**config.mk**
```make
export PLATFORM = sky130hd
export DESIGN_NAME = rx_frame_reader_flat
export DESIGN_NICKNAME = d
export VERILOG_FILES = /design/src/rtl/rx_frame_reader_if.sv /design/src/rtl/rx_frame_reader.sv /design/src/flat_wrapper.sv
export SDC_FILE = /design/constraint.sdc
export NUM_CORES = 1
export LEC_CHECK = 0
export ABC_AREA = 1
export CORE_MARGIN = 4
export CORE_UTILIZATION = 52
export DETAILED_ROUTE_END_ITERATION = 10
export PLACE_DENSITY = 0.82
export SYNTH_ARGS = -nofsm -noshare
export SYNTH_HDL_FRONTEND = slang
export SYNTH_SLANG_ARGS = --single-unit
```
**constraint.sdc**
```tcl
create_clock -name Clock -period 3.2 [get_ports Clock]
set_clock_uncertainty 0.15 [all_clocks]
set_input_delay 0.48 -clock Clock [delete_from_list [all_inputs] [get_ports Clock]]
set_output_delay 0.48 -clock Clock [all_outputs]
set_load 0.005 [all_outputs]
```
**src/rtl/rx_frame_reader_if.sv**
```systemverilog
// Handshake/bus bundle for rx_frame_reader: user request, arbitration,
// Ethernet controller command port and downstream payload/status outputs.
interface rx_frame_reader_if #(
    parameter int unsigned DATA_W = 16
);
    logic              req_in;
    logic              grant_in;
    logic              enet_rdy_in;
    logic [DATA_W-1:0] datar_in;
    logic              data_rdy_in;
    logic              req_out;
    logic [7:0]        addr_out;
    logic              start_comm_out;
    logic [1:0]        comm_type_out;
    logic [DATA_W-1:0] data_out;
    logic              data_vld_out;
    logic [15:0]       status_out;
    logic [15:0]       len_out;
    logic              done_out;
    logic              err_out;
    logic [1:0]        err_code_out;

    // Reader side: issues bus requests and controller commands.
    modport master (
        input  req_in, grant_in, enet_rdy_in, datar_in, data_rdy_in,
        output req_out, addr_out, start_comm_out, comm_type_out,
               data_out, data_vld_out, status_out, len_out,
               done_out, err_out, err_code_out
    );

    modport slave (
        output req_in, grant_in, enet_rdy_in, datar_in, data_rdy_in,
        input  req_out, addr_out, start_comm_out, comm_type_out,
               data_out, data_vld_out, status_out, len_out,
               done_out, err_out, err_code_out
    );
endinterface

```
**src/rtl/rx_frame_reader.sv**
```systemverilog
// Reads one received frame from the Ethernet controller: poll, status, length, payload.
// Optional enet_rdy_in watchdog (error code 3) is built only when RXF_TIMEOUT_EN is defined.
module rx_frame_reader #(
    parameter int unsigned DATA_W      = 16,
    parameter int unsigned MAX_LEN     = 1536,
    parameter logic [15:0] TIMEOUT_CYC = 16'd1023
) (
    input logic          Clock,
    input logic          Reset,
    rx_frame_reader_if.master bus
);
    localparam logic [3:0] IDLE   = 4'd0;
    localparam logic [3:0] GRANT  = 4'd1;
    localparam logic [3:0] POLL   = 4'd2;
    localparam logic [3:0] CHK    = 4'd3;
    localparam logic [3:0] STAT   = 4'd4;
    localparam logic [3:0] LEN    = 4'd5;
    localparam logic [3:0] DISSUE = 4'd6;
    localparam logic [3:0] DWAIT  = 4'd7;
    localparam logic [3:0] DHOLD  = 4'd8;
    localparam logic [3:0] DONE   = 4'd9;
    localparam logic [3:0] ERR    = 4'd10;

    localparam logic [7:0]  ADDR_POLL = 8'hF0;
    localparam logic [7:0]  ADDR_DATA = 8'hF2;
    localparam logic [1:0]  CT_READ   = 2'd0;
    localparam logic [1:0]  CT_RX     = 2'd3;
    localparam logic [15:0] MAX_LEN_W = 16'(MAX_LEN);
    localparam bit          TWO_PART  = (DATA_W == 8);

    logic [3:0]        state;
    logic              issued;
    logic              byte_hi;
    logic              poll_ok;
    logic [15:0]       word_idx;
    logic [1:0]        err_code;
    logic [DATA_W-1:0] data_r;
    logic              data_vld_r;
    logic [15:0]       status_r;
    logic [15:0]       len_r;

    logic [15:0] rd16;
    logic [15:0] stat_next;
    logic [15:0] len_next;
    logic        last_part;
    logic        len_bad;
    logic [15:0] word_cnt;
    logic        reg_read;
    logic        waiting;
    logic        strobe;
    logic        wd_expire;

    assign rd16      = 16'(bus.datar_in);
    // On an 8-bit bus the low byte lands first; the high byte completes the value.
    assign stat_next = TWO_PART ? {rd16[7:0], status_r[7:0]} : rd16;
    assign len_next  = TWO_PART ? {rd16[7:0], len_r[7:0]} : rd16;
    assign last_part = !TWO_PART || byte_hi;
    assign len_bad   = (len_next == '0) || (len_next > MAX_LEN_W);
    assign word_cnt  = TWO_PART ? len_r : 16'((17'(len_r) + 17'd1) >> 1);

    assign reg_read = (state == POLL) || (state == STAT) || (state == LEN);
    assign waiting  = (reg_read && issued) || (state == DWAIT);
    assign strobe   = (reg_read && !issued) || ((state == DISSUE) && bus.req_in);

`ifdef RXF_TIMEOUT_EN
    logic [15:0] wd_cnt;

    always_ff @(posedge Clock or posedge Reset) begin
        if (Reset) begin
            wd_cnt <= '0;
        end else if (!waiting || bus.enet_rdy_in) begin
            wd_cnt <= '0;
        end else begin
            wd_cnt <= wd_cnt + 16'd1;
        end
    end

    assign wd_expire = waiting && !bus.enet_rdy_in && (wd_cnt >= (TIMEOUT_CYC - 16'd1));
`else
    assign wd_expire = 1'b0;
`endif

    always_ff @(posedge Clock or posedge Reset) begin
        if (Reset) begin
            state      <= IDLE;
            issued     <= 1'b0;
            byte_hi    <= 1'b0;
            poll_ok    <= 1'b0;
            word_idx   <= '0;
            err_code   <= '0;
            data_r     <= '0;
            data_vld_r <= 1'b0;
            status_r   <= '0;
            len_r      <= '0;
        end else begin
            case (state)
                IDLE: begin
                    if (bus.req_in) state <= GRANT;
                end
                GRANT: begin
                    if (bus.grant_in) begin
                        state    <= POLL;
                        issued   <= 1'b0;
                        byte_hi  <= 1'b0;
                        status_r <= '0;
                        len_r    <= '0;
                    end
                end
                POLL: begin
                    if (!issued) begin
                        issued <= 1'b1;
                    end else if (bus.enet_rdy_in) begin
                        poll_ok <= rd16[0];
                        issued  <= 1'b0;
                        state   <= CHK;
                    end else if (wd_expire) begin
                        err_code <= 2'd3;
                        state    <= ERR;
                    end
                end
                CHK: begin
                    if (poll_ok) begin
                        state <= STAT;
                    end else begin
                        err_code <= 2'd1;
                        state    <= ERR;
                    end
                end
                STAT: begin
                    if (!issued) begin
                        issued <= 1'b1;
                    end else if (bus.enet_rdy_in) begin
                        issued <= 1'b0;
                        if (last_part) begin
                            status_r <= stat_next;
                            byte_hi  <= 1'b0;
                            state    <= LEN;
                        end else begin
                            status_r <= {8'h00, rd16[7:0]};
                            byte_hi  <= 1'b1;
                        end
                    end else if (wd_expire) begin
                        err_code <= 2'd3;
                        state    <= ERR;
                    end
                end
                LEN: begin
                    if (!issued) begin
                        issued <= 1'b1;
                    end else if (bus.enet_rdy_in) begin
                        issued <= 1'b0;
                        if (last_part) begin
                            len_r   <= len_next;
                            byte_hi <= 1'b0;
                            word_idx <= '0;
                            if (len_bad) begin
                                err_code <= 2'd2;
                                state    <= ERR;
                            end else begin
                                state <= DISSUE;
                            end
                        end else begin
                            len_r   <= {8'h00, rd16[7:0]};
                            byte_hi <= 1'b1;
                        end
                    end else if (wd_expire) begin
                        err_code <= 2'd3;
                        state    <= ERR;
                    end
                end
                DISSUE: begin
                    state <= bus.req_in ? DWAIT : DONE;
                end
                DWAIT: begin
                    if (bus.enet_rdy_in) begin
                        data_r     <= bus.datar_in;
                        data_vld_r <= 1'b1;
                        word_idx   <= word_idx + 16'd1;
                        state      <= DHOLD;
                    end else if (wd_expire) begin
                        err_code <= 2'd3;
                        state    <= ERR;
                    end
                end
                DHOLD: begin
                    if (bus.data_rdy_in) begin
                        data_vld_r <= 1'b0;
                        state      <= ((word_idx >= word_cnt) || !bus.req_in) ? DONE : DISSUE;
                    end
                end
                DONE: begin
                    state <= IDLE;
                end
                ERR: begin
                    err_code <= '0;
                    state    <= IDLE;
                end
                default: begin
                    state <= IDLE;
                end
            endcase
        end
    end

    assign bus.req_out        = !((state == IDLE) || (state == DONE) || (state == ERR));
    assign bus.start_comm_out = strobe;
    assign bus.addr_out       = !strobe ? 8'h00 : ((state == POLL) ? ADDR_POLL : ADDR_DATA);
    assign bus.comm_type_out  = (strobe && (state == DISSUE)) ? CT_RX : CT_READ;
    assign bus.data_out       = data_r;
    assign bus.data_vld_out   = data_vld_r;
    assign bus.status_out     = status_r;
    assign bus.len_out        = len_r;
    assign bus.done_out       = (state == DONE) || (state == ERR);
    assign bus.err_out        = (state == ERR);
    assign bus.err_code_out   = (state == ERR) ? err_code : 2'd0;
endmodule

```
**src/flat_wrapper.sv**
```systemverilog
// flat-port wrapper written by rule: the top's interface ports become plain ports
module rx_frame_reader_flat 
#(
    parameter int unsigned DATA_W      = 16,
    parameter int unsigned MAX_LEN     = 1536,
    parameter logic [15:0] TIMEOUT_CYC = 16'd1023
)
  (Clock, Reset, bus_req_in, bus_grant_in, bus_enet_rdy_in, bus_datar_in, bus_data_rdy_in, bus_req_out, bus_addr_out, bus_start_comm_out, bus_comm_type_out, bus_data_out, bus_data_vld_out, bus_status_out, bus_len_out, bus_done_out, bus_err_out, bus_err_code_out);
  rx_frame_reader_if #(.DATA_W(DATA_W)) bus_i ();
  input logic Clock;
  input logic Reset;
  input wire logic [$bits(bus_i.req_in)-1:0] bus_req_in;
  input wire logic [$bits(bus_i.grant_in)-1:0] bus_grant_in;
  input wire logic [$bits(bus_i.enet_rdy_in)-1:0] bus_enet_rdy_in;
  input wire logic [$bits(bus_i.datar_in)-1:0] bus_datar_in;
  input wire logic [$bits(bus_i.data_rdy_in)-1:0] bus_data_rdy_in;
  output wire logic [$bits(bus_i.req_out)-1:0] bus_req_out;
  output wire logic [$bits(bus_i.addr_out)-1:0] bus_addr_out;
  output wire logic [$bits(bus_i.start_comm_out)-1:0] bus_start_comm_out;
  output wire logic [$bits(bus_i.comm_type_out)-1:0] bus_comm_type_out;
  output wire logic [$bits(bus_i.data_out)-1:0] bus_data_out;
  output wire logic [$bits(bus_i.data_vld_out)-1:0] bus_data_vld_out;
  output wire logic [$bits(bus_i.status_out)-1:0] bus_status_out;
  output wire logic [$bits(bus_i.len_out)-1:0] bus_len_out;
  output wire logic [$bits(bus_i.done_out)-1:0] bus_done_out;
  output wire logic [$bits(bus_i.err_out)-1:0] bus_err_out;
  output wire logic [$bits(bus_i.err_code_out)-1:0] bus_err_code_out;
  assign bus_i.req_in = bus_req_in;
  assign bus_i.grant_in = bus_grant_in;
  assign bus_i.enet_rdy_in = bus_enet_rdy_in;
  assign bus_i.datar_in = bus_datar_in;
  assign bus_i.data_rdy_in = bus_data_rdy_in;
  assign bus_req_out = bus_i.req_out;
  assign bus_addr_out = bus_i.addr_out;
  assign bus_start_comm_out = bus_i.start_comm_out;
  assign bus_comm_type_out = bus_i.comm_type_out;
  assign bus_data_out = bus_i.data_out;
  assign bus_data_vld_out = bus_i.data_vld_out;
  assign bus_status_out = bus_i.status_out;
  assign bus_len_out = bus_i.len_out;
  assign bus_done_out = bus_i.done_out;
  assign bus_err_out = bus_i.err_out;
  assign bus_err_code_out = bus_i.err_code_out;
  rx_frame_reader #(.DATA_W(DATA_W), .MAX_LEN(MAX_LEN), .TIMEOUT_CYC(TIMEOUT_CYC)) u_core (.Clock(Clock), .Reset(Reset), .bus(bus_i));
endmodule
```
==> metrics.txt, run 1 <==
result of the run completed; hold buffer count at cts 0; switching power summed over all nets 1.58 mW; headroom to the max-slew limit 59.7%; final antenna diode count 0; Cell Area, Synth 4440 um2; number of instances in the synthesized netlist 590; starting density of the core 53.7%; data required time of the critical path 3280 ps; Leakage Power 2.64 nW; Int Power 2.13 mW; layout-stage area growth over the synthesis result 24.5%; CTS Buf Count 9; vias in the first global route 4,017; cell type with the largest total area after synthesis dfrtp_1; detailed-route via count 4,144; clock latency at the later pin of the worst-skew pair 340 ps; placed cell areas 5320 um2; final critical-path required period 2930 ps; Crit path arrival time 3010 ps; TritonCTS sink count 73; final instance area 5530 um2; power per standard cell area 672 nW/um2; final-stage net count 710; combinational fraction of design power 45.7%; Starting DRT DRC Count 175; initial antenna violation count 0; dominant register cell in the synthesized netlist dfrtp_1; RSZ-0062 raised after global routing true; die height 100 um; worst-case vdd ir drop 0.000342 V; proportion of register bits with asynchronous set or reset after synthesis 100%; sequential cell area fraction in the yosys report 41.2%; Die Width 100 um; wire length of the first global-routing pass 18,800 um; worst slew pin tran 602 ps; non-filler instance count after layout 780; Max Clock Freq 0.341 GHz; wirelength, routed 11,400 um; top cells by area, synth dfrtp_1 41%, nand2_1 14%, inv_1 6.6%, nand3_1 5.3%, ha_1 5.1%; largest fanout of any net on the critical path 4; Final Hold Vio Count 0; Pins Over Slew Limit 0; count of pins on the block boundary 87; Clock Path Buffers 2; Clk network pwr share 18.6%; total placed cells including tap cells 764; die area 10,100 um2; final core area utilization 66.9%; Port-buffer cells 83; Crit. End Element register; drc violations 0; library cell used as clock root buffer clkbuf_8; cell types with the highest counts after synthesis 161 x nand2_1, 78 x inv_1, 73 x dfrtp_1, 47 x nand3_1, 43 x nor2_1; final routed wire length divided by cell count 14.7 um; worst hold path type reg2reg; final worst path period share 91.5%; TNS Setup 0 ps; count of unique library cells instantiated by Yosys 37; global-route total usage across every layer 23.2%; final-layout fill cell count 697; power share of the sequential group 35.7%; last weighted congestion value of the routability-driven placer 0.912; Post-Synthesis Mean Instance Area 7.52 um2; total congestion overflow after global routing 0; flop and latch count out of synthesis 73; placement row count 33; # Max-Cap Violations 0; CP startpoint kind register; clock-pin slew on the worst setup and hold paths 90 ps; CTS tree done; layout cell share with drive strength beyond 1 9.48%; count of H-tree levels built during CTS 3; area share of the leading cell type in the synthesized netlist 41.2%; setup slack of the most critical reg-to-reg path 270 ps; Crit Path Class reg2reg; first-pass detailed-route iteration total 5; count of flip-flops with a built-in enable after synthesis 0; total core area 8260 um2; switch share 42.6%; pin count of the biggest net entering global routing 74; vias per cell 5.31; antenna violation net count after detailed routing 0; hpwl dp 8570 um; # setup viols final 0; number of warnings reported in the yosys synthesis log 0; count leader, synth nand2_1
path summary, 6_finish.rpt:
check / start / endpoint / depth (start not counted)
worst max-delay path: u_core.bus.len_out[1] / u_core.state[0] / 18
worst min-delay path: u_core.err_code[1] / u_core.err_code[1] / 2
worst max register to register: u_core.bus.len_out[1] / u_core.state[0] / 18
worst min register to register: u_core.err_code[1] / u_core.err_code[1] / 2
max in group asynchronous: Reset / u_core.bus.len_out[8] / 3
min in group asynchronous: Reset / u_core.word_idx[3] / 3
cells by family (layout without fill, tap and decap cells):
logic type | count (synthesis) | count (layout) | synth area share [%]
flip-flops | 73 | 73 | 41.2
adder cells (fa/ha/maj) | 18 | 18 | 5.07
buffers and inverters | 107 | 190 | 10.3
other | 1 | 3 | 0.0845
AND/OR/NAND/NOR | 306 | 306 | 31.4
AO/OA/AOI/OAI | 72 | 72 | 9.39
XOR/XNOR | 13 | 13 | 2.57
per-stage QoR:
stage               power (mW)  worst slack, ps  hold WS, ps
finish                    3.71              271          329
detailed placement        3.01              256          311
floorplan                 2.43              572          292
CTS                       3.71              204          333
global route              4.01            -3.94          353
global placement          2.94              416          305
critical path: stages (launching register included):
cell      delay (ps)
dfrtp_1          390
ha_2             200
nand3_1          130
nor2_1           120
nand2_1          120
nor2_2           140
nand3_1          130
nor3b_1          210
nand4_1          130
ha_1             310
nand2_1          110
o21bai_1         120
nand2_1           60
a21oi_1          160
nand2_1           70
nand2_1           90
nand2_1           60
nand2_1           70
nand2_1           60
per-layer routing:
metal	GRT usage (%)	vias to the layer above	wire (um)	share of wire, %
met5	0	-	0	0
met3	5.98	17	828	7.2
met1	29.3	1951	4770	42
met4	6.11	0	201	1.8
li1	-	2040	-	-
met2	39.7	136	5650	49
area by class of cell:
cell class	instances	area, um2	area share (%)
Sequential cell	73	1830	33.1
Timing Repair Buffer	88	881	15.9
Inverter	86	323	5.84
Tap cell	105	131	2.38
Multi-Input combinational cell	412	2180	39.4
Clock inverter	6	50.0	0.906
Clock buffer	10	138	2.49
power groups by stage:
stage	clock, mW	combinational (mW)	sequential, mW
after floorplan	0	1.14	1.29
after global placement	0	1.62	1.32
after detailed placement	0	1.68	1.33
after CTS	0.704	1.69	1.32
after global routing	0.736	1.91	1.36
final	0.692	1.70	1.32
flip-flops by register name, summed over array words and instances (netlist names):
| register | count |
|---|---|
| u_core.bus.data_out | 16 |
| u_core.bus.len_out | 16 |
| u_core.bus.status_out | 16 |
| u_core.word_idx | 16 |
| u_core.state | 4 |
| u_core.err_code | 2 |
| u_core.bus.data_vld_out | 1 |
| u_core.issued | 1 |
| u_core.poll_ok | 1 |
layout by cell type (no fill, tap or decap), types with 2 or more instances in the layout:
cell / count
a21oi_1: 11
clkdlybuf4s50_1: 83
nand3_2: 6
dfrtp_1: 73
buf_4: 4
nand3_1: 47
nor2_2: 3
conb_1: 3
xor2_1: 8
clkbuf_8: 10
nor2_4: 3
clkinvlp_4: 2
inv_1: 77
nor3b_1: 2
o21ai_0: 25
nand2_4: 2
o21ai_1: 21
ha_1: 17
nor3b_2: 3
nor2_1: 42
nand2_2: 3
xnor2_1: 5
clkinv_4: 2
a21oi_2: 2
nor3_1: 17
o21bai_1: 2
nand4_1: 13
o21ai_2: 7
inv_6: 2
inv_2: 9
nand2_1: 161
repair_timing:
action                                  in CTS  in global routing
resized for setup                            0                  4
endpoints found under the setup margin       0                  4
setup buffers                                0                  0
Power figures use the tool's default switching activity.
==> run 2: changes to the inputs <==
Settings changed: CTS_CLUSTER_DIAMETER set to 50.
==> results of run 2 <==
Final layout, timing and power as in run 1 (identical DEF).
